## src/rtl/fetch_seq_ctrl_pkg.sv

```systemverilog
// Shared types for the WISC fetch sequencer.
// Holds the sequencer state encoding and the PC increment helper.
package fetch_seq_ctrl_pkg;

  localparam int PC_W_DEF = 16;

  typedef enum logic [1:0] {
    ST_FETCH = 2'd0,
    ST_WAIT  = 2'd1,
    ST_HALT  = 2'd2
  } state_t;

  function automatic logic [PC_W_DEF-1:0] pc_inc(
    input logic [PC_W_DEF-1:0] pc
  );
    return pc + 1'b1;
  endfunction

endpackage

```

## src/rtl/fetch_seq_ctrl.sv

```systemverilog
// WISC fetch sequencer: owns the PC, the imem handshake,
// redirect/stall/halt sequencing and the ZR flag.
module fetch_seq_ctrl
  import fetch_seq_ctrl_pkg::*;
#(
  parameter int          PC_W     = 16,
  parameter logic [15:0] RESET_PC = 16'h0000
) (
  input  logic            clk,
  input  logic            rst,
  output logic            imem_req,
  output logic [PC_W-1:0] imem_addr,
  input  logic            imem_rdy,
  input  logic [15:0]     imem_data,
  output logic [15:0]     instr,
  output logic            instr_vld,
  output logic [PC_W-1:0] pc_plus1,
  input  logic            stall,
  input  logic            br_taken,
  input  logic [PC_W-1:0] br_tgt,
  input  logic            hlt,
  input  logic            flag_we,
  input  logic            alu_zr,
  output logic            zr,
  output logic            halted
);

  state_t          state;
  logic [PC_W-1:0] pc;
  logic [PC_W-1:0] tgt;
  logic            drop_pend;
  logic            xfer;

  // Handshake and delivery are combinational so a ready memory
  // delivers in the request cycle; reset masks them at once.
  always_comb begin
    imem_req = 1'b0;
    if (!rst) begin
      unique case (1'b1)
        state == ST_WAIT:  imem_req = 1'b1;
        state == ST_FETCH: imem_req = !stall;
        default:           imem_req = 1'b0;
      endcase
    end
    xfer      = imem_req & imem_rdy;
    instr_vld = xfer & !drop_pend;
    halted    = !rst & (state == ST_HALT);
    imem_addr = pc;
    pc_plus1  = pc + 1'b1;
    instr     = imem_data;
  end

  // Sequencer: state, PC, pending-redirect latch and ZR flag.
  always_ff @(posedge clk) begin
    if (rst) begin
      state     <= ST_FETCH;
      pc        <= RESET_PC[PC_W-1:0];
      tgt       <= '0;
      drop_pend <= 1'b0;
      zr        <= 1'b0;
    end else if (state != ST_HALT) begin
      if (xfer) begin
        state     <= ST_FETCH;
        drop_pend <= 1'b0;
        if (!drop_pend) begin
          if (flag_we) zr <= alu_zr;
          if (hlt) state <= ST_HALT;
          else if (br_taken) pc <= br_tgt;
          else pc <= pc + 1'b1;
        end else begin
          pc <= br_taken ? br_tgt : tgt;
        end
      end else if (state == ST_FETCH && stall) begin
        if (br_taken) pc <= br_tgt;
      end else begin
        // Request outstanding: addr stays put, redirect waits.
        state <= ST_WAIT;
        if (br_taken) begin
          drop_pend <= 1'b1;
          tgt       <= br_tgt;
        end
      end
    end
  end

endmodule

```

## config.mk

```make
export PLATFORM = sky130hd
export DESIGN_NAME = fetch_seq_ctrl
export DESIGN_NICKNAME = d
export VERILOG_FILES = /design/src/rtl/fetch_seq_ctrl_pkg.sv /design/src/rtl/fetch_seq_ctrl.sv
export SDC_FILE = /design/constraint.sdc
export NUM_CORES = 1
export LEC_CHECK = 0
export ABC_AREA = 1
export BUFFER_PORTS_ARGS = -buffer_cell sky130_fd_sc_hd__buf_2
export CORE_MARGIN = 3
export CORE_UTILIZATION = 50
export DETAILED_ROUTE_END_ITERATION = 6
export PLACE_DENSITY = 0.89
export SLEW_MARGIN = 15
export SYNTH_ARGS = -nofsm -noshare
export SYNTH_HDL_FRONTEND = slang
export SYNTH_SLANG_ARGS = --single-unit
```

## constraint.sdc

```tcl
create_clock -name clk -period 2.1 [get_ports clk]
set_input_delay 0.105 -clock clk [delete_from_list [all_inputs] [get_ports clk]]
set_output_delay 0.105 -clock clk [all_outputs]
set_load 0.02 [all_outputs]
```

* After elaboration in Yosys (flattened, before gate mapping)
Cells that the tools add are included. Widths: inputs -> output; s select.
Word-level totals: flip-flop bits (word level) 36, input port bits 40, output and inout bits 52
Operators by class: add/subtract/negate cells 1, equal/unequal tests 5, muxes and demuxes 16, bitwise operators 6, reduce and logical (&&, ||, !) cells 12
Operator list (number):
- $mux 16 | 7
- $add 16x1->16 const B | 1
- $mux 2 | 4
- $reduce_and 4->1 | 2
- $reduce_and 3->1 | 2
- $mux 1 | 4
- $ne 2x2->1 const B | 2
- $reduce_bool 2->1 | 2
- $and 1x1->1 | 3
- $logic_not 1->1 | 3
- $ne 3x3->1 const B | 1
- $not 1->1 | 3
- $eq 2x1->1 const B | 1
- $eq 2x2->1 const B | 1
- $logic_not 2->1 | 1
- $pmux 1 s2 | 1
- $reduce_and 2->1 | 1
- $logic_and 1x1->1 | 1

* Depth between registers and ports, before layout
Gate-level depths: netlist of the first run.
depth after elaboration 6, mapped depth 11

* Least setup slack after synthesis of the first run
Ideal clock, no wire load.
path type register to register, start point register pc[0] (netlist: imem_addr[0]), end point register pc[14] (netlist: imem_addr[14]), setup time 56 ps, data arrival time 1738 ps, required time 2044 ps, setup slack 306 ps, stages on the path, launching flop included 10, period minus slack after synthesis 1794 ps, cells stage by stage dfxtp_1 ha_1 nand3_1 nor2_1 nand4_1 xor2_1 nand2_1 nand2_1 nand2_1 inv_1
On the way: cells in the longest elaborated chain, start to end 5
Ends and longest elaborated chain:
- start, declared | line fetch_seq_ctrl.sv:29 | logic [PC_W-1:0] pc;
- start signal, assigned | line fetch_seq_ctrl.sv:57 | pc <= RESET_PC[PC_W-1:0];
- start signal, assigned | line fetch_seq_ctrl.sv:68 | else if (br_taken) pc <= br_tgt;
- start signal, assigned | line fetch_seq_ctrl.sv:69 | else pc <= pc + 1'b1;
- $add 16x1->16
- via pc_plus1[14] | line fetch_seq_ctrl.sv:17 | output logic [PC_W-1:0] pc_plus1,
- $mux 16 | line fetch_seq_ctrl.sv:68
- $mux 16 | line fetch_seq_ctrl.sv:67 | if (hlt) state <= ST_HALT;
- $mux 16 | line fetch_seq_ctrl.sv:65 | if (!drop_pend) begin
- $mux 16 | line fetch_seq_ctrl.sv:62 | if (xfer) begin
The timed path passes the listed nets, and every way through them passes these cells. The select of a mux whose other input is x is not followed. A chain may end at the register's enable or synchronous reset.

* Worst setup path in the final report of the first run
start point register pc[1] (netlist: imem_addr[1]), end point output port pc_plus1[14]
On the way: cells in the longest elaborated chain, start to end 1
Ends and longest elaborated chain:
- $add 16x1->16 | line fetch_seq_ctrl.sv:49 | pc_plus1 = pc + 1'b1;
- end, declared | line fetch_seq_ctrl.sv:17
Every way passes these cells.

==> metrics.sh, run 1 <==
OUTCOME='complete, no violations'
DESIGN.DIE.AREA_SQ_UM=5662
POSTSYNTH.TOPFLOPCELL='sky130_fd_sc_hd__dfxtp_1'
NUMCLOCKSINKS=36
NUM-NETS-FINAL=451
SYNTH_TOP_CELLS_BY_AREA='sky130_fd_sc_hd__dfxtp_1, sky130_fd_sc_hd__nand2_1, sky130_fd_sc_hd__a21oi_1'
ROUTED_VIA_DENSITY=5.395
SLEW_VIOL_FINAL=0
NUMBER_OF_DISTINCT_LIBRARY_CELLS_AFTER_SYNTHESIS=29
CRITICAL_PATH_BUFFER_AND_INVERTER_COUNT=1
WORST_HOLD_PATH_TYPE='in2reg'
R2R_END='imem_addr[11]'
FINAL.MIN_CLOCK_PERIOD_NS=1.932
R2R_CELLS=9
TIMING_WORST_SETUP_PATH_TYPE='reg2out'
FP.DIEH_UM=75.25
PWR_DENSITY_CELL_nW_PER_UM2=709.1
DRT-TOTAL-WL_MM=6.204
CRITICAL_PATH.STARTPOINT_TYPE='register'
CRITPATHREQUIREDTIME_NS=2.00
NUMBER_OF_FAILING_HOLD_ENDPOINTS_AT_THE_FINAL_STAGE=0
TIMING.CRITICAL_PATH.ARRIVAL_NS=1.83
SYNTH_AREA_LEADER_CELL='sky130_fd_sc_hd__dfxtp_1'
SYNTH_LARGEST_TYPE_AREA_FRACTION=0.3006
FRACTION_OF_LAYOUT_CELLS_WITH_A_SIZE_SUFFIX_ABOVE_1=0.2019
SYNTHESIS.AREA_SQ_UM=2397
STATIC-LEAKAGE-POWER_uW=0.001297
FINAL.PERIOD_UTILIZATION=0.9199
R2R_START='state[0]'
GRT_SETUP_UNREPAIRED='no'
CLKLATENCYLATEPIN_NS=0.30
TNS_NS=0
CTS-ROOT-BUF='sky130_fd_sc_hd__clkbuf_8'
SYNTH_TOP_CELLS_BY_COUNT='sky130_fd_sc_hd__nand2_1, sky130_fd_sc_hd__inv_1, sky130_fd_sc_hd__nor2_1'
ANT_NETS=0
GR-TOTAL-OVERFLOW=0
ROUTE.VIAS.TOTAL=2498
REGTOREGSETUPSLACK_NS=0.37
CTS-BUFFERS-INSERTED=5
YS_ASYNC_SR_FRACTION=0
NUMBER_OF_ENABLE_FLIP_FLOP_CELLS_AFTER_SYNTHESIS=0
TRANSITION_TIME_OF_THE_TIGHTEST_SLEW_CHECK_PIN_NS=0.6555
START_UTIL=0.5322
GRT.TOTAL_USAGE=0.2266
STD_CELL_ROWS=24
CP_CELL_SEQUENCE='ha_1 > nand3_1 > nor2_1 > nand4_1 > xor2_1 > buf_2'
GRT_ANTENNA_BEFORE_REPAIR=0
MAX_CAP_VIOL_COUNT=0
WORST_HOLD_STAGES=3
TRITONCTS='yes'
STAGES_ON_WORST_SETUP_PATH=6
AREAGROWTHSYNTHTOFINISH_PCT=10.75
COREAREA_SQ_UM=4504
GRT_PASS1_VIAS=2130
FLOP_AND_LATCH_COUNT_OUT_OF_SYNTHESIS=36
CLKSLEWWORSTSETUPHOLDPATHS_NS=0.08
REMAINING_DRC_ERRORS=0
MOST_REPEATED_CELL_IN_THE_GATE_LEVEL_NETLIST_AFTER_SYNTHESIS='sky130_fd_sc_hd__nand2_1'
FINAL.SETUP_SKEW_NS=0.009268
TOTAL_POWER_uW=1883
CRITICAL_PATH.TOP_DELAY_FAMILY='simple AND/OR/NAND/NOR gates'
BOUNDARYPINS=92
ROUTEDWLPERCELL_UM=13.40
PORT-BUFFER-COUNT=59
DETAIL_ROUTE.ITER0.VIOLATIONS=294
CTS_SETUP_BUFFERS=0
CLOCKBUFFERDEPTH=2
VDD.IR_DROP.WORST_V=0.0003724
SLOWEST_DELAY_NS=0.41
SYN_AVG_CELL_AREA_SQ_UM=6.393
DP_HPWL_MM=4.573
CPMAXSTAGEDELAYCELL='sky130_fd_sc_hd__dfxtp_1'
H-TREE-DEPTH=2
HOLD_PATH_END='zr'
TIMING.CRITICAL_PATH.TO_TYPE='output port'
TIMING.FINAL.SETUP_VIOLATIONS=0
PLACE_WS_NS=0.4177
GP_CONGESTION=0.8980
MAXIMUM_NET_FANOUT_ON_THE_CRITICAL_PATH=5
NUM_ANTENNA_CELLS=0
GLOBAL_ROUTE_WIRE_LENGTH_BEFORE_REPAIR_MM=9.922
SYNTHESIS.INSTANCES=375
DIE_WIDTH_UM=75.25
YS.WARNINGS.COUNT=0
SEQ_AREA_FRAC_SYNTH=0.3006
SYN_NETS=416
FIN_WS_NS=0.1683
TIMING.HOLD.WORST.START='alu_zr'
FIRST_PASS_ITERS=5
TIMING.SLEW.HEADROOM=0.5625
GRT_START_MAX_NET_PINS=27
MAXIMUM_OPERATING_FREQUENCY_GHz=0.5177
-- cell families (layout without fill, tap and decap cells) --
kind of cell | Yosys count | in the layout | share of synthesized area
AO/OA/AOI/OAI | 88 | 88 | 0.2009
XOR/XNOR | 10 | 10 | 0.03653
adder cells (fa/ha/maj) | 1 | 1 | 0.005218
buffers and inverters | 73 | 109 | 0.1571
flip-flops | 36 | 36 | 0.3006
AND/OR/NAND/NOR | 167 | 167 | 0.2996
-- where the power goes --
part	internal (uW)	switching, uW	total, uW	leakage (uW)
clock network	267	263	530	0.0000445
registers	756	70.0	826	0.000297
logic	179	347	527	0.000955
total	1200	681	1880	0.00130
-- flip-flops by register name, summed over array words and instances, names as in the netlist --
register and flops:
zr 1, imem_addr 16, state 2, drop_pend 1, tgt 16
-- routing by layer --
| metal | wire length (um) | GRT usage |
|---|---|---|
| met5 | 0 | 0 |
| met4 | 129 | 0.09515 |
| met3 | 556 | 0.05340 |
| met2 | 2846 | 0.3578 |
| met1 | 2672 | 0.2964 |
-- through the flow --
step	area (sq um)	instances	hold WS, ns	utilization
3_3_place_gp	2554	455	0.2101	0.5669
5_1_grt	2655	463	0.08918	0.5894
4_1_cts	2648	463	0.06249	0.5878
3_5_place_dp	2554	455	0.2101	0.5669
2_1_floorplan	2397	375	0.2532	-
6_report	2655	463	0.06495	0.5894
-- cell type report --
class	instances	area (sq um)
Fill cell	450	1849
Multi-Input combinational cell	266	1308
Sequential cell	36	720.7
Timing Repair Buffer	63	325.3
Inverter	38	142.6
Clock buffer	7	86.33
Tap cell	52	65.06
Clock inverter	1	7.507
-- worst max path at each step --
stage,start,end,slack (ns)
floorplan,imem_addr[0],imem_addr[14],0.31
global placement,state[0],imem_addr[11],0.49
detailed placement,state[0],imem_addr[15],0.42
CTS,imem_addr[1],pc_plus1[10],0.14
global route,imem_addr[1],pc_plus1[10],0.04
finish,imem_addr[1],pc_plus1[14],0.17
-- worst min-delay path: cells and delay by family --
kind / cells / cell delay, ns
buffers and inverters: 1 / 0.09
and+or+nand+nor: 1 / 0.06
AOI/OAI and AO/OA: 1 / 0.05
-- layout by cell type, fill, tap and decap left out, types with 2 or more instances in the layout --
cell type | synthesis | final
sky130_fd_sc_hd__a211oi_1 | 4 | 4
sky130_fd_sc_hd__a21boi_0 | 2 | 2
sky130_fd_sc_hd__a21oi_1 | 35 | 35
sky130_fd_sc_hd__a31oi_1 | 6 | 6
sky130_fd_sc_hd__and2_1 | 2 | 2
sky130_fd_sc_hd__buf_2 | 7 | 59
sky130_fd_sc_hd__buf_4 | 17 | 4
sky130_fd_sc_hd__clkbuf_8 | 0 | 6
sky130_fd_sc_hd__dfxtp_1 | 36 | 36
sky130_fd_sc_hd__inv_1 | 37 | 37
sky130_fd_sc_hd__nand2_1 | 94 | 94
sky130_fd_sc_hd__nand3_1 | 16 | 16
sky130_fd_sc_hd__nand4_1 | 3 | 3
sky130_fd_sc_hd__nor2_1 | 37 | 37
sky130_fd_sc_hd__nor2_4 | 2 | 2
sky130_fd_sc_hd__nor3_1 | 4 | 4
sky130_fd_sc_hd__o21ai_0 | 33 | 33
sky130_fd_sc_hd__o21ai_1 | 4 | 4
sky130_fd_sc_hd__o31ai_1 | 3 | 3
sky130_fd_sc_hd__or2_2 | 6 | 6
sky130_fd_sc_hd__xnor2_1 | 5 | 5
sky130_fd_sc_hd__xor2_1 | 5 | 4
-- what timing repair did --
item                       in CTS  in global routing
setup endpoints to repair       0                  1
hold endpoints to repair        0                  0
resized for setup               0                  1
hold buffers                    0                  0
(Power assumes the default switching activity.)
==> inputs of run 2 (changes only) <==
--- a/config.mk
+++ b/config.mk
@@ -12,5 +12,5 @@
 export DETAILED_ROUTE_END_ITERATION = 6
 export PLACE_DENSITY = 0.89
-export SLEW_MARGIN = 15
+export SLEW_MARGIN = 0
 export SYNTH_ARGS = -nofsm -noshare
 export SYNTH_HDL_FRONTEND = slang
==> constraint.sdc (replaced) <==
create_clock -name clk -period 2.1 [get_ports clk]
set_input_delay 0.315 -clock clk [delete_from_list [all_inputs] [get_ports clk]]
set_output_delay 0.315 -clock clk [all_outputs]
set_load 0.02 [all_outputs]
==> run 2 against run 1 <==
Effect of this change:
- critical endpoint is now pc_plus1[9]
- register-to-register slack better by 0.14 ns
- clock power up 16%
- largest cell class unchanged
- first-iteration DRC count down 13%
- total power up 5.1%
- critical path depth up 2
- utilization up 1.4 points
- sequential power up 0.7%
- hold slack better by 0.23 ns
- non-clock buffer count up 3
==> metrics.sh, run 2 (synthesis results as in run 1) <==
OUTCOME='complete, no violations'  # unchanged
FINAL_COMMON_CELL='sky130_fd_sc_hd__nand2_1'  # unchanged
NUM_ANTENNA_CELLS=0  # unchanged
TIMING_WORST_SETUP_PATH_TYPE='reg2out'  # unchanged
TRANSITION_TIME_OF_THE_TIGHTEST_SLEW_CHECK_PIN_NS=0.6419  # was 0.6555 ns
PLACE_WS_NS=0.3453  # was 0.4177 ns
DETAIL_ROUTE.ITER0.VIOLATIONS=256  # was 294
R2R_START='imem_addr[0]'  # was state[0]
REMAINING_DRC_ERRORS=0  # unchanged
CTS-ROOT-BUF='sky130_fd_sc_hd__clkbuf_8'  # unchanged
GRT_ANTENNA_BEFORE_REPAIR=0  # unchanged
CRITPATHREQUIREDTIME_NS=1.78  # was 2.00 ns
DIE_WIDTH_UM=75.25  # unchanged
SLOWEST_DELAY_NS=0.40  # was 0.41 ns
MAXIMUM_OPERATING_FREQUENCY_GHz=0.5012  # was 0.5177 GHz
ROUTEDWLPERCELL_UM=13.59  # was 13.40 um
CTS-BUFFERS-INSERTED=5  # unchanged
FP.DIEH_UM=75.25  # unchanged
CRITICAL_PATH_BUFFER_AND_INVERTER_COUNT=3  # was 1
ANT_NETS=0  # unchanged
R2R_CELLS=11  # was 9
STD_CELL_ROWS=24  # unchanged
TIMING.CRITICAL_PATH.TO_TYPE='output port'  # unchanged
GLOBAL_ROUTE_WIRE_LENGTH_BEFORE_REPAIR_MM=9.956  # was 9.922 mm
REGTOREGSETUPSLACK_NS=0.51  # was 0.37 ns
CLKLATENCYLATEPIN_NS=0.30  # about the same
PWR_DENSITY_CELL_nW_PER_UM2=728.4  # was 709.1 nW/um^2
AREAGROWTHSYNTHTOFINISH_PCT=13.31  # was 10.75%
FIN_WS_NS=0.1049  # was 0.1683 ns
COREAREA_SQ_UM=4504  # unchanged
POST-PLACE-CELLS=457  # was 455
TIMING.FINAL.SETUP_VIOLATIONS=0  # unchanged
TOTAL_POWER_uW=1979  # was 1883 uW
TIMING.HOLD.WORST.START='hlt'  # was alu_zr
START_UTIL=0.5322  # unchanged
TIMING.SLEW.HEADROOM=0.5716  # was 0.5625
MAXIMUM_NET_FANOUT_ON_THE_CRITICAL_PATH=5  # unchanged
GR-TOTAL-OVERFLOW=0  # unchanged
GRT_START_MAX_NET_PINS=25  # was 27
NUMCLOCKSINKS=36  # unchanged
H-TREE-DEPTH=2  # unchanged
LAYOUT_COMMON_CELLS='sky130_fd_sc_hd__nand2_1, sky130_fd_sc_hd__buf_2, sky130_fd_sc_hd__inv_1, sky130_fd_sc_hd__nor2_1, sky130_fd_sc_hd__a21oi_1'  # was sky130_fd_sc_hd__nand2_1, sky130_fd_sc_hd__buf_2, sky130_fd_sc_hd__inv_1, sky130_fd_sc_hd__nor2_1, sky130_fd_sc_hd__dfxtp_1
DRT-TOTAL-WL_MM=6.332  # was 6.204 mm
GRT_PASS1_VIAS=2192  # was 2130
WHS_NS=0.2911  # was 0.06495 ns
TRITONCTS='yes'  # unchanged
ROUTE.VIAS.TOTAL=2545  # was 2498
FINAL.PERIOD_UTILIZATION=0.9500  # was 0.9199
CP_CELL_SEQUENCE='nand2_1 > nor2_1 > nand2_1 > inv_1 > nand3_1 > xor2_2 > inv_1 > buf_2'  # was ha_1 > nand3_1 > nor2_1 > nand4_1 > xor2_1 > buf_2
DESIGN.DIE.AREA_SQ_UM=5662  # unchanged
HOLD_PATH_END='state[1]'  # was zr
PORT-BUFFER-COUNT=59  # unchanged
CLKSLEWWORSTSETUPHOLDPATHS_NS=0.08  # about the same
SLEW_VIOL_FINAL=0  # unchanged
DP_HPWL_MM=4.626  # was 4.573 mm
TIMING.CRITICAL_PATH.ARRIVAL_NS=1.68  # was 1.83 ns
FIRST_PASS_ITERS=4  # was 5
VDD.IR_DROP.WORST_V=0.0003104  # was 0.0003724 V
STATIC-LEAKAGE-POWER_uW=0.001321  # was 0.001297 uW
ROUTED_VIA_DENSITY=5.461  # was 5.395
NUM-NETS-FINAL=454  # was 451
BOUNDARYPINS=92  # unchanged
FINAL.MIN_CLOCK_PERIOD_NS=1.995  # was 1.932 ns
FRACTION_OF_LAYOUT_CELLS_WITH_A_SIZE_SUFFIX_ABOVE_1=0.2319  # was 0.2019
WORST_HOLD_STAGES=3  # unchanged
MAX_CAP_VIOL_COUNT=0  # unchanged
FINAL_CELLS=466  # was 463
GRT.TOTAL_USAGE=0.2292  # was 0.2266
CRITICAL_PATH.TOP_DELAY_FAMILY='simple AND/OR/NAND/NOR gates'  # unchanged
TNS_NS=0  # unchanged
NUMBER_OF_FAILING_HOLD_ENDPOINTS_AT_THE_FINAL_STAGE=0  # unchanged
GP_CONGESTION=0.9149  # was 0.8980
R2R_END='imem_addr[10]'  # was imem_addr[11]
CLOCKBUFFERDEPTH=2  # unchanged
WORST_HOLD_PATH_TYPE='in2reg'  # unchanged
CPMAXSTAGEDELAYCELL='sky130_fd_sc_hd__dfxtp_2'  # was sky130_fd_sc_hd__dfxtp_1
FINAL.SETUP_SKEW_NS=0.008457  # was 0.009268 ns
CRITICAL_PATH.STARTPOINT_TYPE='register'  # unchanged
==> run 2: changes by cell type in the layout (fill, tap and decap cells not counted), moves of 2 or more <==
cell / delta
sky130_fd_sc_hd__buf_4: +3
sky130_fd_sc_hd__dfxtp_1: -7
sky130_fd_sc_hd__dfxtp_2: +5
sky130_fd_sc_hd__dfxtp_4: +2
==> run 2: metal layers <==
layer / routed length [um] / GRT usage / up-vias / part of all wire
li1: - / - / 1275 / -
met1: 2836 / 0.2980 / 1151 / 0.45
met2: 2959 / 0.3617 / 104 / 0.47
met3: 431 / 0.05874 / 15 / 0.068
met4: 104 / 0.09515 / 0 / 0.016
met5: 0 / 0 / - / 0
==> run 2: layout make-up <==
cell class | count | area [sq um]
fill | 441 | 1788
multi-input combinational | 266 | 1315
sequential | 36 | 734.5
timing repair buffer | 66 | 347.8
inverter | 38 | 142.6
clock buffer | 5 | 68.82
tap | 52 | 65.06
clock inverter | 3 | 42.54
==> run 2: worst max-delay path by stage <==
| stage | start | endpoint | cells past startpoint |
|---|---|---|---|
| final | imem_addr[3] | pc_plus1[9] | 8 |
| after global placement | imem_addr[1] | pc_plus1[14] | 6 |
| after floorplan | imem_addr[0] | pc_plus1[14] | 5 |
| after detailed placement | imem_addr[1] | pc_plus1[14] | 6 |
| after global routing | imem_addr[3] | pc_plus1[9] | 8 |
| after CTS | imem_addr[1] | pc_plus1[14] | 6 |
==> run 2: stage by stage <==
stage                     area [sq um]    util
after floorplan                   2397       -
after detailed placement          2569  0.5703
after global placement            2569  0.5703
final                             2716  0.6031
after CTS                         2680  0.5950
after global routing              2716  0.6031
==> run 2: worst min-delay path, delay by kind of cell <==
family,cells,cell delay (ns)
buffers and inverters,1,0.08
AND/OR/NAND/NOR,1,0.08
AO/OA/AOI/OAI,1,0.08
==> run 2: where the power goes <==
part	switching [uW]	internal (uW)
combinational	348	185
sequential	72.7	759
clock	262	351
total	683	1300
==> run 2: repair_timing <==
action	in CTS	in global routing
resized for setup	0	12
hold buffers	0	0
setup endpoints to repair	0	6
setup buffers	0	1
==> inputs of run 3 (changes only) <==
CORE_UTILIZATION = 30   (was 50)
PLACE_DENSITY = 0.61   (was 0.89)
==> run 3 against run 2 <==
Effect of this change:
- utilization fell by 23 points
- die area rose by 61%
- routed wire length rose by 4.9%
- clock skew fell by 0.0059 ns
- via count fell by 4.4%
- largest cell class unchanged
- largest power group unchanged
==> metrics.sh, run 3 (synthesis results as in run 1) <==
CPMAXSTAGEDELAYCELL='sky130_fd_sc_hd__dfxtp_4'  # was sky130_fd_sc_hd__dfxtp_2
PWR_DENSITY_CELL_nW_PER_UM2=677.9  # was 728.4 nW/um^2
FIRST_PASS_ITERS=4  # unchanged
WORST_HOLD_PATH_TYPE='in2reg'  # unchanged
CRIT_PATH_START='imem_addr[1]'  # was imem_addr[3]
CP_CELL_SEQUENCE='ha_2 > nand3_2 > nor2_1 > nand4_1 > xor2_1 > buf_2'  # was nand2_1 > nor2_1 > nand2_1 > inv_1 > nand3_1 > xor2_2 > inv_1 > buf_2
COREAREA_SQ_UM=7486  # was 4504 sq um
TIMING.SLEW.HEADROOM=0.6592  # was 0.5716
PORT-BUFFER-COUNT=59  # unchanged
GP_CONGESTION=0.8720  # was 0.9149
TNS_NS=0  # unchanged
PLACE_WS_NS=0.3100  # was 0.3453 ns
R2R_START='state[0]'  # was imem_addr[0]
DIE_WIDTH_UM=95.39  # was 75.25 um
GR-TOTAL-OVERFLOW=0  # unchanged
H-TREE-DEPTH=2  # unchanged
FINAL.SETUP_SKEW_NS=0.002526  # was 0.008457 ns
TIMING_WORST_SETUP_PATH_TYPE='reg2out'  # unchanged
SLEW_VIOL_FINAL=0  # unchanged
STD_CELL_ROWS=31  # was 24
NUM_ANTENNA_CELLS=0  # unchanged
REGTOREGSETUPSLACK_NS=0.48  # was 0.51 ns
VDD.IR_DROP.WORST_V=0.0002226  # was 0.0003104 V
NUMCLOCKSINKS=36  # unchanged
GRT.TOTAL_USAGE=0.1480  # was 0.2292
DETAIL_ROUTE.ITER0.VIOLATIONS=143  # was 256
BOUNDARYPINS=92  # unchanged
GRT_ANTENNA_BEFORE_REPAIR=0  # unchanged
ROUTED_VIA_DENSITY=4.724  # was 5.461
N_FILL_CELL=810  # was 441
NUM-NETS-FINAL=456  # was 454
GRT_PASS1_VIAS=2219  # was 2192
POST-ROUTE-UTIL=0.3706  # was 0.6031
CRITICAL_PATH.STARTPOINT_TYPE='register'  # unchanged
CLKLATENCYLATEPIN_NS=0.29  # was 0.30 ns
DRT-TOTAL-WL_MM=6.642  # was 6.332 mm
CTS-BUFFERS-INSERTED=5  # unchanged
CLOCKBUFFERDEPTH=2  # unchanged
ANT_NETS=0  # unchanged
ROUTE.VIAS.TOTAL=2433  # was 2545
MAXIMUM_NET_FANOUT_ON_THE_CRITICAL_PATH=5  # unchanged
NUMBER_OF_FAILING_HOLD_ENDPOINTS_AT_THE_FINAL_STAGE=0  # unchanged
TRITONCTS='yes'  # unchanged
GRT_START_MAX_NET_PINS=21  # was 25
FINAL.PERIOD_UTILIZATION=0.9430  # was 0.9500
FRACTION_OF_LAYOUT_CELLS_WITH_A_SIZE_SUFFIX_ABOVE_1=0.2356  # was 0.2319
OUTCOME='complete, no violations'  # unchanged
ROUTEDWLPERCELL_UM=12.90  # was 13.59 um
R2R_END='imem_addr[11]'  # was imem_addr[10]
DP_HPWL_MM=5.081  # was 4.626 mm
GLOBAL_ROUTE_WIRE_LENGTH_BEFORE_REPAIR_MM=10.70  # was 9.956 mm
SLOWEST_DELAY_NS=0.37  # was 0.40 ns
AREAGROWTHSYNTHTOFINISH_PCT=15.71  # was 13.31%
CTS-ROOT-BUF='sky130_fd_sc_hd__clkbuf_8'  # unchanged
DESIGN.DIE.AREA_SQ_UM=9099  # was 5662 sq um
CTS_HOLD_BUF=0  # unchanged
MAX_CAP_VIOL_COUNT=0  # unchanged
FIN_WS_NS=0.1197  # was 0.1049 ns
TRANSITION_TIME_OF_THE_TIGHTEST_SLEW_CHECK_PIN_NS=0.5106  # was 0.6419 ns
START_UTIL=0.3202  # was 0.5322
TIMING.CRITICAL_PATH.TO_TYPE='output port'  # unchanged
CRITPATHREQUIREDTIME_NS=1.78  # about the same
MAXIMUM_OPERATING_FREQUENCY_GHz=0.5050  # was 0.5012 GHz
CLKSLEWWORSTSETUPHOLDPATHS_NS=0.07  # was 0.08 ns
FINAL_COMMON_CELL='sky130_fd_sc_hd__nand2_1'  # unchanged
STATIC-LEAKAGE-POWER_uW=0.001327  # was 0.001321 uW
CRITPATHCAPTURE='pc_plus1[14]'  # was pc_plus1[9]
TIMING.FINAL.SETUP_VIOLATIONS=0  # unchanged
FP.DIEH_UM=95.39  # was 75.25 um
REMAINING_DRC_ERRORS=0  # unchanged
FINAL.MIN_CLOCK_PERIOD_NS=1.980  # was 1.995 ns
R2R_CELLS=9  # was 11
LAYOUT_COMMON_CELLS='sky130_fd_sc_hd__nand2_1, sky130_fd_sc_hd__buf_2, sky130_fd_sc_hd__inv_1, sky130_fd_sc_hd__nor2_1, sky130_fd_sc_hd__a21oi_1'  # unchanged
TIMING.CRITICAL_PATH.ARRIVAL_NS=1.67  # was 1.68 ns
[run 3: repair_timing]
item                       in CTS  in global routing
hold endpoints to repair        0                  0
pin swaps                       0                  0
gates resized for setup         2                 11
buffers inserted                0                  1
gates cloned                    0                  0
setup endpoints to repair       2                  4
[run 3: worst min path at each step]
stage	startpoint	to	cells after the start	slack (ns)
after floorplan	tgt[15]	tgt[15]	2	0.43
after global placement	zr	zr	2	0.45
after detailed placement	tgt[15]	tgt[15]	2	0.45
after CTS	alu_zr	zr	3	0.29
after global routing	alu_zr	zr	3	0.31
final	alu_zr	zr	3	0.29
[run 3: metal layers]
layer  vias up  track usage  wire length (um)
met3        10      0.02999               331
met5         -            0                 0
met2        60       0.2356              2957
li1       1278            -                 -
met4         0      0.04858               102
met1      1085       0.1999              3250
[run 3: worst max-delay path, delay by kind of cell (launching register included)]
family	cells	cell delay, ns
simple gates	3	0.41
flops	1	0.37
fa+ha+maj	1	0.20
xor+xnor	1	0.20
buf+inv	1	0.20
[run 3: power breakdown]
| part | switching (uW) | internal [uW] |
|---|---|---|
| sequential | 70.6 | 759 |
| combinational | 349 | 190 |
| clock | 250 | 262 |
| total | 669 | 1210 |
[run 3: final cells by class]
cell class / count / area [sq um] / area share
flip-flops and latches: 36 / 734.5 / 0.2648
clock buffers: 6 / 82.58 / 0.02977
inverters: 38 / 142.6 / 0.05142
well taps: 99 / 123.9 / 0.04466
clock inverters: 2 / 10.01 / 0.003608
multi-input cells: 266 / 1315 / 0.4741
repair buffers: 68 / 365.4 / 0.1317
[run 3: through the flow]
| stage | instance area (sq um) | total power (uW) | cells | hold WS, ns |
|---|---|---|---|---|
| finish | 2774 | 1880 | 515 | 0.2936 |
| global route | 2774 | 2000 | 515 | 0.3080 |
| CTS | 2738 | 1893 | 514 | 0.2907 |
| detailed placement | 2643 | 1374 | 506 | 0.4548 |
| global placement | 2643 | 1366 | 506 | 0.4530 |
| floorplan | 2397 | 1252 | 375 | 0.4345 |
